===== src/rtl/tl_pkg.sv =====
// Shared TileLink definitions: D-channel opcodes and the beats-per-message helper.
package tl_pkg;

    typedef enum logic [2:0] {
        D_ACCESS_ACK      = 3'd0,
        D_ACCESS_ACK_DATA = 3'd1,
        D_GRANT           = 3'd4,
        D_GRANT_DATA      = 3'd5,
        D_RELEASE_ACK     = 3'd6
    } tl_d_opcode_e;

    // Number of bus beats for a data-carrying message of 2**size bytes.
    function automatic int unsigned tl_beats(input int unsigned size, input int unsigned beat_log2);
        if (size <= beat_log2) begin
            return 32'd1;
        end else begin
            return 32'd1 << (size - beat_log2);
        end
    endfunction

endpackage


===== src/rtl/tl_sink_alloc_table.sv =====
// Sink remap table: per-entry valid bit and wide device sink, lowest-free
// priority encoder and full flag.
module tl_sink_alloc_table #(
    parameter  int HostSinkWidth   = 1,
    parameter  int DeviceSinkWidth = 4,
    localparam int N               = 2**HostSinkWidth
) (
    input  logic                           clk_i,
    input  logic                           rst_i,
    input  logic                           i_alloc,
    input  logic [DeviceSinkWidth-1:0]     i_alloc_sink,
    input  logic                           i_free,
    input  logic [HostSinkWidth-1:0]       i_free_idx,
    output logic [HostSinkWidth-1:0]       o_cand_idx,
    output logic                           o_full,
    output logic [N-1:0]                   o_valid,
    output logic [N-1:0][DeviceSinkWidth-1:0] o_sinks
);

    logic [N-1:0]                      r_valid;
    logic [N-1:0][DeviceSinkWidth-1:0] r_sinks;

    // Lowest free index; scanning downwards lets the lowest match win.
    always_comb begin
        o_cand_idx = {HostSinkWidth{1'b0}};
        for (int i = N - 1; i >= 0; i--) begin
            if (!r_valid[i]) begin
                o_cand_idx = HostSinkWidth'(i);
            end else begin
                o_cand_idx = o_cand_idx;
            end
        end
        o_full = &r_valid;
    end

    // Allocation only ever targets a free entry, so it cannot collide with a free.
    always_ff @(posedge clk_i) begin
        if (rst_i) begin
            r_valid <= {N{1'b0}};
            r_sinks <= {(N*DeviceSinkWidth){1'b0}};
        end else begin
            if (i_alloc) begin
                r_valid[o_cand_idx] <= 1'b1;
                r_sinks[o_cand_idx] <= i_alloc_sink;
            end
            if (i_free) begin
                r_valid[i_free_idx] <= 1'b0;
            end
        end
    end

    assign o_valid = r_valid;
    assign o_sinks = r_sinks;

endmodule


===== src/rtl/tl_sink_downsizer_sva.sv =====
// Protocol checker for tl_sink_downsizer; instantiated only when
// TL_SINK_DOWNSIZER_ASSERT_EN is defined.
module tl_sink_downsizer_sva #(
    parameter  int HostSinkWidth   = 1,
    parameter  int DeviceSinkWidth = 4,
    parameter  int BeatW           = 7,
    parameter  int BundleW         = 8,
    localparam int N               = 2**HostSinkWidth
) (
    input logic                              clk_i,
    input logic                              rst_i,
    input logic                              i_d_valid,
    input logic                              i_d_ready,
    input logic [BundleW-1:0]                i_d_bundle,
    input logic                              i_dev_d_valid,
    input logic [BeatW-1:0]                  i_beat_cnt,
    input logic [BeatW-1:0]                  i_beats,
    input logic                              i_e_fire,
    input logic [HostSinkWidth-1:0]          i_e_sink,
    input logic [N-1:0]                      i_valid,
    input logic [N-1:0][DeviceSinkWidth-1:0] i_sinks
);

    logic w_dup;

    // Any two live entries mapping the same device sink.
    always_comb begin
        w_dup = 1'b0;
        for (int i = 0; i < N; i++) begin
            for (int j = i + 1; j < N; j++) begin
                if (i_valid[i] && i_valid[j] && (i_sinks[i] == i_sinks[j])) begin
                    w_dup = 1'b1;
                end else begin
                    w_dup = w_dup;
                end
            end
        end
    end

    a_e_hits_valid: assert property (@(posedge clk_i) disable iff (rst_i)
        i_e_fire |-> i_valid[i_e_sink]);
    a_unique_sinks: assert property (@(posedge clk_i) disable iff (rst_i) !w_dup);
    a_beat_count: assert property (@(posedge clk_i) disable iff (rst_i)
        i_dev_d_valid |-> (i_beat_cnt < i_beats));
    a_d_stable: assert property (@(posedge clk_i) disable iff (rst_i)
        (i_d_valid && !i_d_ready) |=> (i_d_valid && $stable(i_d_bundle)));

endmodule


===== src/rtl/tl_sink_downsizer.sv =====
// TileLink D-channel sink narrowing adapter with GrantAck sink restoration.
// Define TL_SINK_DOWNSIZER_ASSERT_EN to bind in the protocol checker.
module tl_sink_downsizer import tl_pkg::*; #(
    parameter  int DataWidth       = 64,
    parameter  int AddrWidth       = 56,
    parameter  int SourceWidth     = 1,
    parameter  int HostSinkWidth   = 1,
    parameter  int DeviceSinkWidth = 4,
    parameter  int MaxSize         = 6,
    localparam int SizeWidth       = $clog2(MaxSize + 1),
    localparam int MaskWidth       = DataWidth / 8
) (
    input  logic                       clk_i,
    input  logic                       rst_i,
    // A channel, host to device
    input  logic                       host_a_valid,
    output logic                       host_a_ready,
    input  logic [2:0]                 host_a_opcode,
    input  logic [2:0]                 host_a_param,
    input  logic [SizeWidth-1:0]       host_a_size,
    input  logic [SourceWidth-1:0]     host_a_source,
    input  logic [AddrWidth-1:0]       host_a_address,
    input  logic [MaskWidth-1:0]       host_a_mask,
    input  logic [DataWidth-1:0]       host_a_data,
    input  logic                       host_a_corrupt,
    output logic                       device_a_valid,
    input  logic                       device_a_ready,
    output logic [2:0]                 device_a_opcode,
    output logic [2:0]                 device_a_param,
    output logic [SizeWidth-1:0]       device_a_size,
    output logic [SourceWidth-1:0]     device_a_source,
    output logic [AddrWidth-1:0]       device_a_address,
    output logic [MaskWidth-1:0]       device_a_mask,
    output logic [DataWidth-1:0]       device_a_data,
    output logic                       device_a_corrupt,
    // B channel, device to host
    input  logic                       device_b_valid,
    output logic                       device_b_ready,
    input  logic [2:0]                 device_b_opcode,
    input  logic [1:0]                 device_b_param,
    input  logic [SizeWidth-1:0]       device_b_size,
    input  logic [SourceWidth-1:0]     device_b_source,
    input  logic [AddrWidth-1:0]       device_b_address,
    input  logic [MaskWidth-1:0]       device_b_mask,
    input  logic [DataWidth-1:0]       device_b_data,
    input  logic                       device_b_corrupt,
    output logic                       host_b_valid,
    input  logic                       host_b_ready,
    output logic [2:0]                 host_b_opcode,
    output logic [1:0]                 host_b_param,
    output logic [SizeWidth-1:0]       host_b_size,
    output logic [SourceWidth-1:0]     host_b_source,
    output logic [AddrWidth-1:0]       host_b_address,
    output logic [MaskWidth-1:0]       host_b_mask,
    output logic [DataWidth-1:0]       host_b_data,
    output logic                       host_b_corrupt,
    // C channel, host to device
    input  logic                       host_c_valid,
    output logic                       host_c_ready,
    input  logic [2:0]                 host_c_opcode,
    input  logic [2:0]                 host_c_param,
    input  logic [SizeWidth-1:0]       host_c_size,
    input  logic [SourceWidth-1:0]     host_c_source,
    input  logic [AddrWidth-1:0]       host_c_address,
    input  logic [DataWidth-1:0]       host_c_data,
    input  logic                       host_c_corrupt,
    output logic                       device_c_valid,
    input  logic                       device_c_ready,
    output logic [2:0]                 device_c_opcode,
    output logic [2:0]                 device_c_param,
    output logic [SizeWidth-1:0]       device_c_size,
    output logic [SourceWidth-1:0]     device_c_source,
    output logic [AddrWidth-1:0]       device_c_address,
    output logic [DataWidth-1:0]       device_c_data,
    output logic                       device_c_corrupt,
    // D channel, device to host
    input  logic                       device_d_valid,
    output logic                       device_d_ready,
    input  logic [2:0]                 device_d_opcode,
    input  logic [1:0]                 device_d_param,
    input  logic [SizeWidth-1:0]       device_d_size,
    input  logic [SourceWidth-1:0]     device_d_source,
    input  logic [DeviceSinkWidth-1:0] device_d_sink,
    input  logic                       device_d_denied,
    input  logic                       device_d_corrupt,
    input  logic [DataWidth-1:0]       device_d_data,
    output logic                       host_d_valid,
    input  logic                       host_d_ready,
    output logic [2:0]                 host_d_opcode,
    output logic [1:0]                 host_d_param,
    output logic [SizeWidth-1:0]       host_d_size,
    output logic [SourceWidth-1:0]     host_d_source,
    output logic [HostSinkWidth-1:0]   host_d_sink,
    output logic                       host_d_denied,
    output logic                       host_d_corrupt,
    output logic [DataWidth-1:0]       host_d_data,
    // E channel, host to device
    input  logic                       host_e_valid,
    output logic                       host_e_ready,
    input  logic [HostSinkWidth-1:0]   host_e_sink,
    output logic                       device_e_valid,
    input  logic                       device_e_ready,
    output logic [DeviceSinkWidth-1:0] device_e_sink
);

    localparam int          N        = 2**HostSinkWidth;
    localparam int          BeatW    = MaxSize + 1;
    localparam int unsigned BeatLog2 = $clog2(DataWidth / 8);

    logic [MaxSize-1:0]       r_beat_cnt;
    logic                     r_lock;
    logic [HostSinkWidth-1:0] r_lock_idx;

    logic                              w_tracked;
    logic                              w_has_data;
    logic [BeatW-1:0]                  w_beats;
    logic                              w_last;
    logic                              w_stall;
    logic                              w_d_fire;
    logic                              w_e_fire;
    logic                              w_alloc;
    logic                              w_free;
    logic                              w_full;
    logic [HostSinkWidth-1:0]          w_cand;
    logic [N-1:0]                      w_valid;
    logic [N-1:0][DeviceSinkWidth-1:0] w_sinks;

    assign host_a_ready     = device_a_ready;
    assign device_a_valid   = host_a_valid;
    assign device_a_opcode  = host_a_opcode;
    assign device_a_param   = host_a_param;
    assign device_a_size    = host_a_size;
    assign device_a_source  = host_a_source;
    assign device_a_address = host_a_address;
    assign device_a_mask    = host_a_mask;
    assign device_a_data    = host_a_data;
    assign device_a_corrupt = host_a_corrupt;

    assign device_b_ready   = host_b_ready;
    assign host_b_valid     = device_b_valid;
    assign host_b_opcode    = device_b_opcode;
    assign host_b_param     = device_b_param;
    assign host_b_size      = device_b_size;
    assign host_b_source    = device_b_source;
    assign host_b_address   = device_b_address;
    assign host_b_mask      = device_b_mask;
    assign host_b_data      = device_b_data;
    assign host_b_corrupt   = device_b_corrupt;

    assign host_c_ready     = device_c_ready;
    assign device_c_valid   = host_c_valid;
    assign device_c_opcode  = host_c_opcode;
    assign device_c_param   = host_c_param;
    assign device_c_size    = host_c_size;
    assign device_c_source  = host_c_source;
    assign device_c_address = host_c_address;
    assign device_c_data    = host_c_data;
    assign device_c_corrupt = host_c_corrupt;

    assign host_d_opcode    = device_d_opcode;
    assign host_d_param     = device_d_param;
    assign host_d_size      = device_d_size;
    assign host_d_source    = device_d_source;
    assign host_d_denied    = device_d_denied;
    assign host_d_corrupt   = device_d_corrupt;
    assign host_d_data      = device_d_data;

    // D-channel beat accounting, table stall and sink remapping.
    always_comb begin
        w_tracked  = (device_d_opcode == D_GRANT) || (device_d_opcode == D_GRANT_DATA);
        w_has_data = (device_d_opcode == D_ACCESS_ACK_DATA) || (device_d_opcode == D_GRANT_DATA);
        if (w_has_data) begin
            w_beats = BeatW'(tl_beats(32'(device_d_size), BeatLog2));
        end else begin
            w_beats = BeatW'(1);
        end
        w_last   = ({1'b0, r_beat_cnt} == (w_beats - BeatW'(1)));
        w_stall  = w_tracked && !r_lock && w_full;
        host_d_valid   = device_d_valid && !w_stall;
        device_d_ready = host_d_ready && !w_stall;
        w_d_fire = device_d_valid && device_d_ready;
        w_alloc  = w_d_fire && w_tracked && !r_lock;
        if (!w_tracked) begin
            host_d_sink = {HostSinkWidth{1'b0}};
        end else if (r_lock) begin
            host_d_sink = r_lock_idx;
        end else begin
            host_d_sink = w_cand;
        end
    end

    // E channel restores the wide sink; acks to dead entries leave the table alone.
    always_comb begin
        device_e_valid = host_e_valid;
        host_e_ready   = device_e_ready;
        device_e_sink  = w_sinks[host_e_sink];
        w_e_fire       = host_e_valid && device_e_ready;
        w_free         = w_e_fire && w_valid[host_e_sink];
    end

    // Beat counter and burst lock; a multi-beat tracked first beat pins its index.
    always_ff @(posedge clk_i) begin
        if (rst_i) begin
            r_beat_cnt <= {MaxSize{1'b0}};
            r_lock     <= 1'b0;
            r_lock_idx <= {HostSinkWidth{1'b0}};
        end else if (w_d_fire) begin
            if (w_last) begin
                r_beat_cnt <= {MaxSize{1'b0}};
                r_lock     <= 1'b0;
            end else begin
                r_beat_cnt <= r_beat_cnt + MaxSize'(1);
                if (w_alloc) begin
                    r_lock     <= 1'b1;
                    r_lock_idx <= w_cand;
                end
            end
        end
    end

    tl_sink_alloc_table #(
        .HostSinkWidth   (HostSinkWidth),
        .DeviceSinkWidth (DeviceSinkWidth)
    ) u_table (
        .clk_i        (clk_i),
        .rst_i        (rst_i),
        .i_alloc      (w_alloc),
        .i_alloc_sink (device_d_sink),
        .i_free       (w_free),
        .i_free_idx   (host_e_sink),
        .o_cand_idx   (w_cand),
        .o_full       (w_full),
        .o_valid      (w_valid),
        .o_sinks      (w_sinks)
    );

`ifdef TL_SINK_DOWNSIZER_ASSERT_EN
    localparam int BundleW = 3 + 2 + SizeWidth + SourceWidth + HostSinkWidth + 2 + DataWidth;

    tl_sink_downsizer_sva #(
        .HostSinkWidth   (HostSinkWidth),
        .DeviceSinkWidth (DeviceSinkWidth),
        .BeatW           (BeatW),
        .BundleW         (BundleW)
    ) u_sva (
        .clk_i         (clk_i),
        .rst_i         (rst_i),
        .i_d_valid     (host_d_valid),
        .i_d_ready     (host_d_ready),
        .i_d_bundle    ({host_d_opcode, host_d_param, host_d_size, host_d_source,
                         host_d_sink, host_d_denied, host_d_corrupt, host_d_data}),
        .i_dev_d_valid (device_d_valid),
        .i_beat_cnt    ({1'b0, r_beat_cnt}),
        .i_beats       (w_beats),
        .i_e_fire      (w_e_fire),
        .i_e_sink      (host_e_sink),
        .i_valid       (w_valid),
        .i_sinks       (w_sinks)
    );
`else
`endif

endmodule


===== config.mk =====
export PLATFORM = sky130hd
export DESIGN_NAME = tl_sink_downsizer
export DESIGN_NICKNAME = d
export VERILOG_FILES = /design/src/rtl/tl_pkg.sv /design/src/rtl/tl_sink_alloc_table.sv /design/src/rtl/tl_sink_downsizer_sva.sv /design/src/rtl/tl_sink_downsizer.sv
export SDC_FILE = /design/constraint.sdc
export NUM_CORES = 1
export LEC_CHECK = 0
export ABC_AREA = 1
export CORE_AREA = 4 4 389 391
export CTS_BUF_LIST = sky130_fd_sc_hd__clkbuf_4 sky130_fd_sc_hd__clkbuf_8
export DETAILED_ROUTE_END_ITERATION = 16
export DIE_AREA = 0 0 393 395
export PLACE_DENSITY = 0.31
export SLEW_MARGIN = 20
export SYNTH_ARGS = -nofsm -noshare
export SYNTH_HDL_FRONTEND = slang
export SYNTH_SLANG_ARGS = --single-unit

===== constraint.sdc =====
create_clock -name clk_i -period 3.8 [get_ports clk_i]
set_input_delay 0.38 -clock clk_i [delete_from_list [all_inputs] [get_ports clk_i]]
set_output_delay 0.38 -clock clk_i [all_outputs]
set_load 0.02 [all_outputs]

[Yosys cells after proc, flatten, opt, wreduce, memory -nomap -nowiden]
Cells that the tools add are included.
Cells by class
  reductions and logical operators: 19
  bitwise logic cells: 4
  shift-type cells: 1
  $lt $le $gt $ge: 5
  mux-type cells: 23
  add/subtract/negate cells: 3
  eq/ne operators: 4
Operator list (count)
  $shl 1x32->7 const A: 1
  $mux 7: 2
  $mux 4: 3
  $logic_and 1x1->1: 11
  $mux 1: 10
  $bwmux 8: 1
  $eq 6x7->1: 1
  $sub 7x1->7 const B: 1
  $add 6x1->6 const B: 1
  $eq 3x3->1 const B: 2
  $mux 2: 3
  $mux 6: 1
  $demux 4 s1: 1
  $lt 1x2->1 const B: 2
  $reduce_and 2->1: 2
  $sub 3x2->4 const B: 1
  $eq 3x1->1 const B: 1
  $le 3x2->1 const B: 1
  $reduce_and 3->1: 1
  $and 2x2->2: 1
  $demux 1 s1: 2
  $ge 1x1->1 const B: 2
  $logic_not 1->1: 2
  $logic_or 1x1->1: 2
  4 further kinds: 4
Storage, ports and cells
  output and inout bits: 498
  bits in registers: 18
  word-level logic and storage cells: 65
  input bits: 500

[Longest topological paths before layout]
Gate-level depths: netlist of the first run.
  depth in word-level cells: 13
  mapped depth: 18

[Modules after synthesis]
From an unflattened synthesis of the first run, not the netlist that was laid out.
Second synthesis, totals
  cell total of the unflattened synthesis: 722
  area, all modules: 5047.3 sq um
Modules (own cells, without submodules)
  tl_sink_downsizer: area an instance 4616.9 sq um, cells an instance 657, times used 1, seq. area each 160.2 sq um
  tl_sink_alloc_table: area an instance 430.4 sq um, cells an instance 65, times used 1, seq. area each 200.2 sq um

[Least setup slack after synthesis of the first run]
No wires, ideal clock.
  path kind: input to register
  start point: input port device_d_size[0]
  end point: register r_lock_idx
  arrival: 2.164 ns
  cell stages on the path: 14
  path buffers: 0
  setup slack: 1.521 ns
  setup time: 0.115 ns
  cells stage by stage: ha_1 ha_1 inv_1 nand2_1 nor2_4 nand3_1 ha_1 xnor2_1 nor2_2 nand3_1 nor2_2 nand2_2 a21oi_1 nor2_1
Between the ends
  word-level cells in the longest chain between the ends: 8
Ends and longest elaborated chain
  start, declared: line tl_sink_downsizer.sv:81  | input logic [SizeWidth-1:0] device_d_size,
  $sub 3x2->4: line tl_pkg.sv:17  | return 32'd1 << (size - beat_log2);
  $shl 1x32->7: line tl_pkg.sv:17
  $mux 7 *: line tl_pkg.sv:14  | if (size <= beat_log2) begin
  $mux 7 *: line tl_sink_downsizer.sv:172  | if (w_has_data) begin
  $sub 7x1->7 *: line tl_sink_downsizer.sv:177  | w_last = ({1'b0, r_beat_cnt} == (w_beats - BeatW'(1)));
  $eq 6x7->1 *: line tl_sink_downsizer.sv:177
  $not 1->1 (no source line) *
  $reduce_and 3->1 (no source line) *
  end signal, assigned: line tl_sink_downsizer.sv:206  | r_lock_idx <= {HostSinkWidth{1'b0}};
  end signal, assigned: line tl_sink_downsizer.sv:215  | r_lock_idx <= w_cand;
  end, declared: line tl_sink_downsizer.sv:112  | logic [HostSinkWidth-1:0] r_lock_idx;
Mark *: on every way between the ends. The rest lies on a longest branch, timed or not.
A chain may end at the register's enable or synchronous reset.

[Final worst setup path of the first run]
  start point: input port device_d_size[2]
  end point: register r_lock
Between the ends
  word-level cells in the longest chain between the ends: 8
Ends and longest elaborated chain
  $sub 3x2->4: line tl_pkg.sv:17
  $shl 1x32->7: line tl_pkg.sv:17
  $mux 7 *: line tl_pkg.sv:14
  $mux 7 *: line tl_sink_downsizer.sv:172
  $sub 7x1->7 *: line tl_sink_downsizer.sv:177
  $eq 6x7->1 *: line tl_sink_downsizer.sv:177
  $reduce_bool 2->1 (no source line)
  $reduce_and 2->1 (no source line)
  end signal, assigned: line tl_sink_downsizer.sv:205  | r_lock <= 1'b0;
  end signal, assigned: line tl_sink_downsizer.sv:210  | r_lock <= 1'b0;
  end signal, assigned: line tl_sink_downsizer.sv:214  | r_lock <= 1'b1;
  end, declared: line tl_sink_downsizer.sv:111  | logic r_lock;
Marked as above.

==> reports/qor.csv, run 1 <==
stage;metric;value;unit
setup_path;crit_path_cell_trace;clkdlybuf4s50_1, inv_2, ha_1, inv_1, nand2_1, nor2_4, nand3_1, ha_1, xnor2_1, nor2_2, nand3_1, nor2_2, nand3_1, nand2_2, a21oi_1;
place;gp_congestion;0.828;
clock_network;cts_max_path_buffers;2;
setup_path;cp.required;3970;ps
setup_path;rr_startpoint;r_lock;
setup_path;slowest_delay;650;ps
place;dp_cells;2157;
yosys;synth_cell_types;23;
hold_path;min_path_type;flip-flop to flip-flop;
yosys;syn-instance-count;688;
power;power_per_cell_area;122;nW/um2
setup_path;crit_arrival;2980;ps
setup_path;worstPathMaxFanout;6;
sta;min_period;2810;ps
job;max_cap_violations;0;
clock_network;h-tree-depth;1;
sta;tightest_slew;495;ps
sta;min_period_over_period;74.1;%
clock_network;path_clk_slew;80;ps
sta;drv_slew;0;
floorplanning;coreArea;147000;um2
finish;instances_no_fill;2163;
sta;tns;0;ps
finish;fillers;17700;
finish;syn_to_final_growth;-18.4;%
clock_network;cts_root_buf;clkbuf_8;
place;place_area;3970;um2
grt;gr-total-overflow;0;
routing;vias_per_cell;1.04;
place;portBuffers;31;
setup_path;setup.worst_path.start_class;input port;
setup_path;crit_end;r_lock;
routing;drt-pass1-iter-count;4;
floorplanning;row_count;141;
clock_network;cts_hold_buf;0;
finish;nets;737;
yosys;ys_seq_elements;18;
routing;drc;0;
yosys;synth_top_area_share;74.7;%
clock_network;cts.repair.resized;0;
setup_path;cp_common_cell;nand3_1;
setup_path;crit_cells;15;
finish;regArea;360;um2
grt;grt_use_total;8.79;%
routing;drt-initial-drc-count;143;
clock_network;cts_tree;built;
finish;final_layout_size_suffix_gt1_share;10.4;%
routing;wl_per_cell;33.4;um
setup_path;r2r-end;u_table.o_sinks[7];
setup_path;cp-startpoint;device_d_size[2];
floorplanning;die_w;393;um
setup_path;r2r_cells;11;
sta;rsz0062_at_grt;false;
setup_path;path_buf_inv;3;
sta;fmax;355;MHz
setup_path;crit_path_end_kind;flip-flop;
grt;first_global_vias;2178;
yosys;yosys_warnings;0;
sta;slew_headroom;67.0;%
floorplanning;dieArea;155000;um2
clock_network;cts_num_sinks;18;
grt;grt_pass1_wl;76600;um
yosys;synth.avg_cell_area;7.17;um2
floorplanning;num_io_pins;998;
finish;stdcell_area;4030;um2
sta;hold_viol_final;0;
setup_path;worst_path_max_delay_cell;clkdlybuf4s50_1;
routing;finalWirelength;72300;um
routing;ant_nets;0;
finish;multi_input_area;771;um2
yosys;synth_fp_nets;1193;
place;hpwlAfterDp;70200;um
setup_path;reg2reg_slack;1870;ps
yosys;ys_top_cells_by_area;buf_4, dfxtp_1, nand2_1;
grt;grt_antenna_before_repair;9;
clock_network;cts_buffers;3;
clock_network;postCtsSetupRepairBufs;0;
setup_path;crit_type;input port to flip-flop;
power;leakagePower;0.762;nW
yosys;synth.largest_area_cell;buf_4;
setup_path;path_delay_family;simple AND/OR/NAND/NOR gates;
status;status;complete, no violations;
sta;clock_skew;2.28;ps
sta;setup_viol;0;
yosys;yosysSeqAreaShare;7.30;%
floorplanning;start_util;3.35;%
grt;grt_max_degree;13;
yosys;synth_area;4930;um2
clock_network;clk_latency;280;ps
floorplanning;die_y;395;um
power;ir_drop;90.6;uV
routing;dr_total_vias;2239;
## flip-flops by register name, indices dropped and copies added (netlist names)
name / cells
u_table.o_sinks: 8
r_beat_cnt: 6
u_table.o_valid: 2
r_lock: 1
r_lock_idx: 1
## cells by family (layout without fill, tap and decap cells)
logic type,Yosys count,count (layout),synth area share (%)
compound gates,23,23,2.48
xor+xnor,5,5,0.888
fa+ha+maj,5,5,1.27
buf+inv,522,65,77.1
flops,18,18,7.30
other cells,0,2,0
simple gates,115,115,11.0
## worst register-to-register path, stage by stage (launching register included)
cell and delay (ps):
dfxtp_1 340, nor2_1 80, nand3_1 80, inv_1 60
nor2_2 100, nand2_1 140, inv_2 130, nand2_1 160
nor2_2 290, inv_1 230, nor2_1 140, nor2_1 60
## power breakdown
part,internal (mW),switching (mW)
clock,0.0928,0.0813
combinational,0.0452,0.0756
sequential,0.193,0.00272
## metal layers
| layer | GRT usage [%] | wire (um) | up-vias |
|---|---|---|---|
| li1 | - | - | 688 |
| met5 | 0.125 | 56 | - |
| met2 | 13.7 | 31700 | 682 |
| met1 | 2.51 | 7030 | 743 |
| met4 | 1.41 | 1430 | 8 |
| met3 | 18.4 | 32100 | 118 |
## placed cells by master, fill, tap and decap left out, types with 2 or more instances in the layout
| cell type | n |
|---|---|
| nand2_2 | 3 |
| nor2_1 | 29 |
| inv_1 | 27 |
| nor2_2 | 7 |
| clkdlybuf4s50_1 | 31 |
| ha_1 | 5 |
| diode_2 | 2 |
| nand2_1 | 48 |
| nand3b_1 | 2 |
| o21ai_0 | 13 |
| clkbuf_8 | 4 |
| a211oi_1 | 2 |
| nand3_2 | 3 |
| nor3_1 | 2 |
| xnor2_1 | 2 |
| a21oi_1 | 6 |
| inv_2 | 3 |
| xor2_1 | 3 |
| dfxtp_1 | 18 |
| nand4_1 | 4 |
| nand3_1 | 13 |
| nor2_4 | 4 |
## cells in the mapped netlist, drive strengths merged
master  instances
xor2            3
clkbuf          1
inv            30
a21oi           6
nand2          51
nand3b          2
o21bai          1
o21ai          14
a211oi          2
ha              5
nor3            2
nand3          16
dfxtp          18
nand4           4
nor2           40
xnor2           2
buf           491
## how the worst min path moves through the flow
stage,startpoint,endpoint,depth (start not counted)
2_1_floorplan,rst_i,r_beat_cnt[1],1
3_3_place_gp,u_table.o_sinks[6],u_table.o_sinks[6],2
3_5_place_dp,r_lock_idx,r_lock_idx,2
4_1_cts,r_lock,r_lock,2
5_1_grt,r_lock_idx,r_lock_idx,2
6_report,r_lock_idx,r_lock_idx,2
## through the flow
stage	power [mW]	setup WS [ps]	util, %	hold WS [ps]
after floorplan	1.01	1520	-	449
after global placement	0.327	602	2.69	494
after detailed placement	0.327	620	2.69	493
after CTS	0.511	837	2.73	511
after global routing	0.528	599	2.73	547
final	0.490	986	2.73	507
## cell type report
class | count | share of cell area [%]
Multi-Input combinational cell | 148 | 19.1
Antenna cell | 2 | 0.124
Clock buffer | 4 | 1.37
Tap cell | 1930 | 59.9
Sequential cell | 18 | 8.94
Inverter | 30 | 2.80
Timing Repair Buffer | 31 | 7.70
Power figures use the tool's default switching activity.
==> run 2, diff against run 1 <==
CORE_AREA = 4 4 384 386   (was 4 4 389 391)
DIE_AREA = 0 0 388 390   (was 0 0 393 395)
PLACE_DENSITY = 0.32   (was 0.31)
clock period = 2.5 ns   (was 3.8 ns; I/O delays follow)
==> run 2 against run 1 <==
Net effect: sequential share of layout area shrank 0.60 points; highest routed layer unchanged; register-to-register slack worse by 1300 ps; critical endpoint is now u_table.o_sinks[3]; critical path type unchanged; first-iteration DRC count is 12% lower; non-clock buffer count is 29 higher; largest power group unchanged; largest cell class unchanged.
==> reports/qor.csv, run 2 (synthesis gave the netlist of run 1 again) <==
stage;metric;value;unit;change
sta;slew_headroom;72.2;%;+5.2 points
power;clkPwrFrac;33.9;%;-1.6 points
setup_path;r2r-end;u_table.o_sinks[3];;
sta;whs;500;ps;-6.90 ps
sta;min_period_over_period;94.9;%;
finish;largest_reg_flops;8;;unchanged
grt;grt_max_degree;11;;-2
clock_network;path_clk_slew;90;ps;about the same
clock_network;cts_hold_buf;0;;unchanged
clock_network;clk_latency;290;ps;about the same
power;ir_drop;91.0;uV;+0.53%
routing;vias_per_cell;1.12;;+8.5%
setup_path;reg2reg_slack;530;ps;-1340 ps
sta;tns;0;ps;unchanged
clock_network;h-tree-depth;1;;unchanged
setup_path;crit_path_cell_trace;clkdlybuf4s50_1, inv_1, nand2_1, nor2_1, buf_4, nand3_1, inv_1, nor2_2, nand2_1, buf_12, inv_2, nand2_1, buf_12, nor2_2, inv_1, nor2_1, nor2_1;;
status;status;complete, no violations;;
power;power_per_cell_area;194;nW/um2;+59%
setup_path;r2r_cells;14;;+3
power;totalPowerFinal;838;uW;+71%
sta;setup_ws;127;ps;-859 ps
power;p_comb_share;30.4;%;+5.8 points
sta;drv_slew;0;;unchanged
floorplanning;dieArea;151000;um2;-2.5%
setup_path;slowest_delay;560;ps;-90 ps
place;hpwlAfterDp;72600;um;+3.4%
routing;drt-pass1-iter-count;4;;unchanged
grt;first_global_vias;2372;;+8.9%
floorplanning;die_w;388;um;-1.3%
routing;met1Wirelength;9100;um;+29%
routing;ant_nets;0;;unchanged
hold_path;min_path_type;input port to output port;;
finish;instances_no_fill;2163;;unchanged
grt;grt_pass1_wl;80400;um;+4.9%
place;portBuffers;31;;unchanged
floorplanning;die_y;390;um;-1.3%
sta;hold_viol_final;0;;unchanged
setup_path;cp.required;2690;ps;-1280 ps
floorplanning;num_io_pins;998;;unchanged
place;place_ws;-297;ps;-917 ps
setup_path;setup.worst_path.start_class;input port;;
routing;finalWirelength;74900;um;+3.6%
grt;gr-total-overflow;0;;unchanged
routing;routed.top_layer;met5;;
power;switchingPower;291;uW;+82%
routing;wl_met2;31800;um;+0.27%
place;dp_cells;2159;;+0.093%
hold_path;min_to;device_a_address[9];;
setup_path;path_buf_inv;8;;+5
place;place_area;4220;um2;+6.3%
routing;wl_per_cell;34.6;um;+3.6%
power;power.switching_fraction;34.7;%;+2.2 points
finish;nets;766;;+3.9%
finish;syn_to_final_growth;-12.5;%;
grt;grt_antenna_before_repair;5;;-4
routing;drt-initial-drc-count;126;;-12%
setup_path;rr_startpoint;r_lock;;
setup_path;crit_type;input port to flip-flop;;
sta;fmax;421;MHz;
place;gp_congestion;0.910;;+9.9%
clock_network;cts_max_path_buffers;2;;unchanged
clock_network;postCtsSetupRepairBufs;0;;unchanged
floorplanning;start_util;3.44;%;+0.093 points
clock_network;cts_tree;built;;
grt;grt_use_total;9.38;%;+0.60 points
finish;diodes;0;;-2
finish;final_layout_size_suffix_gt1_share;25.0;%;+15 points
setup_path;path_delay_family;buffers and inverters;;
power;leakagePower;0.945;nW;+24%
hold_path;hold_depth;0;;-2
job;max_cap_violations;0;;unchanged
setup_path;crit_cells;17;;+2
sta;clock_skew;1.72;ps;-0.557 ps
floorplanning;row_count;139;;-1.4%
power;intPower;547;uW;+65%
setup_path;crit_path_end_kind;flip-flop;;
finish;fillers;17100;;-3.0%
clock_network;cts_root_buf;clkbuf_8;;
finish;stdcell_area;4320;um2;+7.2%
finish;fin_util;3.01;%;+0.28 points
clock_network;cts_buffers;3;;unchanged
routing;met3_length;30600;um;-4.8%
routing;dr_total_vias;2429;;+8.5%
setup_path;crit_arrival;2560;ps;-420 ps
sta;setup_viol;0;;unchanged
sta;min_period;2370;ps;
finish;layout_common_cells;nand2_1, nor2_1, clkdlybuf4s50_1, inv_1, buf_4;;
power;seqPwrFrac;35.7;%;-4.1 points
setup_path;worstPathMaxFanout;5;;-1
routing;drc;0;;unchanged
setup_path;worst_path_max_delay_cell;clkdlybuf4s50_1;;
clock_network;cts_num_sinks;18;;unchanged
finish;layout_commonest_cell;nand2_1;;
sta;rsz0062_at_grt;true;;
sta;tightest_slew;417;ps;-78.2 ps
floorplanning;coreArea;143000;um2;-2.7%
hold_path;hold_start;host_a_address[9];;
-- run 2: worst max-delay path by stage --
stage | end | from | slack [ps]
6_report | u_table.o_sinks[3] | device_d_opcode[1] | 130
4_1_cts | r_beat_cnt[4] | device_d_size[0] | 20
2_1_floorplan | r_lock_idx | device_d_size[0] | 350
3_3_place_gp | r_beat_cnt[4] | device_d_size[0] | -320
5_1_grt | u_table.o_sinks[1] | device_d_opcode[1] | -40
3_5_place_dp | r_beat_cnt[4] | device_d_size[0] | -300
-- run 2: cell type report --
class / count / area, um2 / area share, %
clock buffer: 4 / 55.1 / 1.27
multi-input combinational: 148 / 812 / 18.8
tap: 1903 / 2380 / 55.1
inverter: 30 / 113 / 2.61
timing repair buffer: 60 / 598 / 13.8
sequential: 18 / 360 / 8.34
-- run 2: power groups by stage --
stage / registers, mW / logic (mW) / clock network, mW
floorplan: 0.302 / 1.23 / 0
global placement: 0.306 / 0.255 / 0
detailed placement: 0.306 / 0.253 / 0
CTS: 0.299 / 0.255 / 0.315
global route: 0.300 / 0.281 / 0.328
finish: 0.299 / 0.255 / 0.284
-- run 2: routing by layer --
layer / vias up / GRT usage, %
met2: 632 / 14.1
met3: 157 / 18.3
met1: 893 / 3.17
met4: 2 / 3.43
li1: 745 / -
met5: - / 0.478
-- run 2: repair_timing --
item | 4_1_cts | 5_1_grt
cloned | 0 | 0
setup endpoints to repair | 1 | 16
pin swaps | 0 | 4
resized for setup | 1 | 12
-- run 2: worst register-to-register path: cells and delay by family, from the launching register on --
family                 cells  cell delay (ps)
and+or+nand+nor            8              810
buffers and inverters      6              700
DFF                        1              350
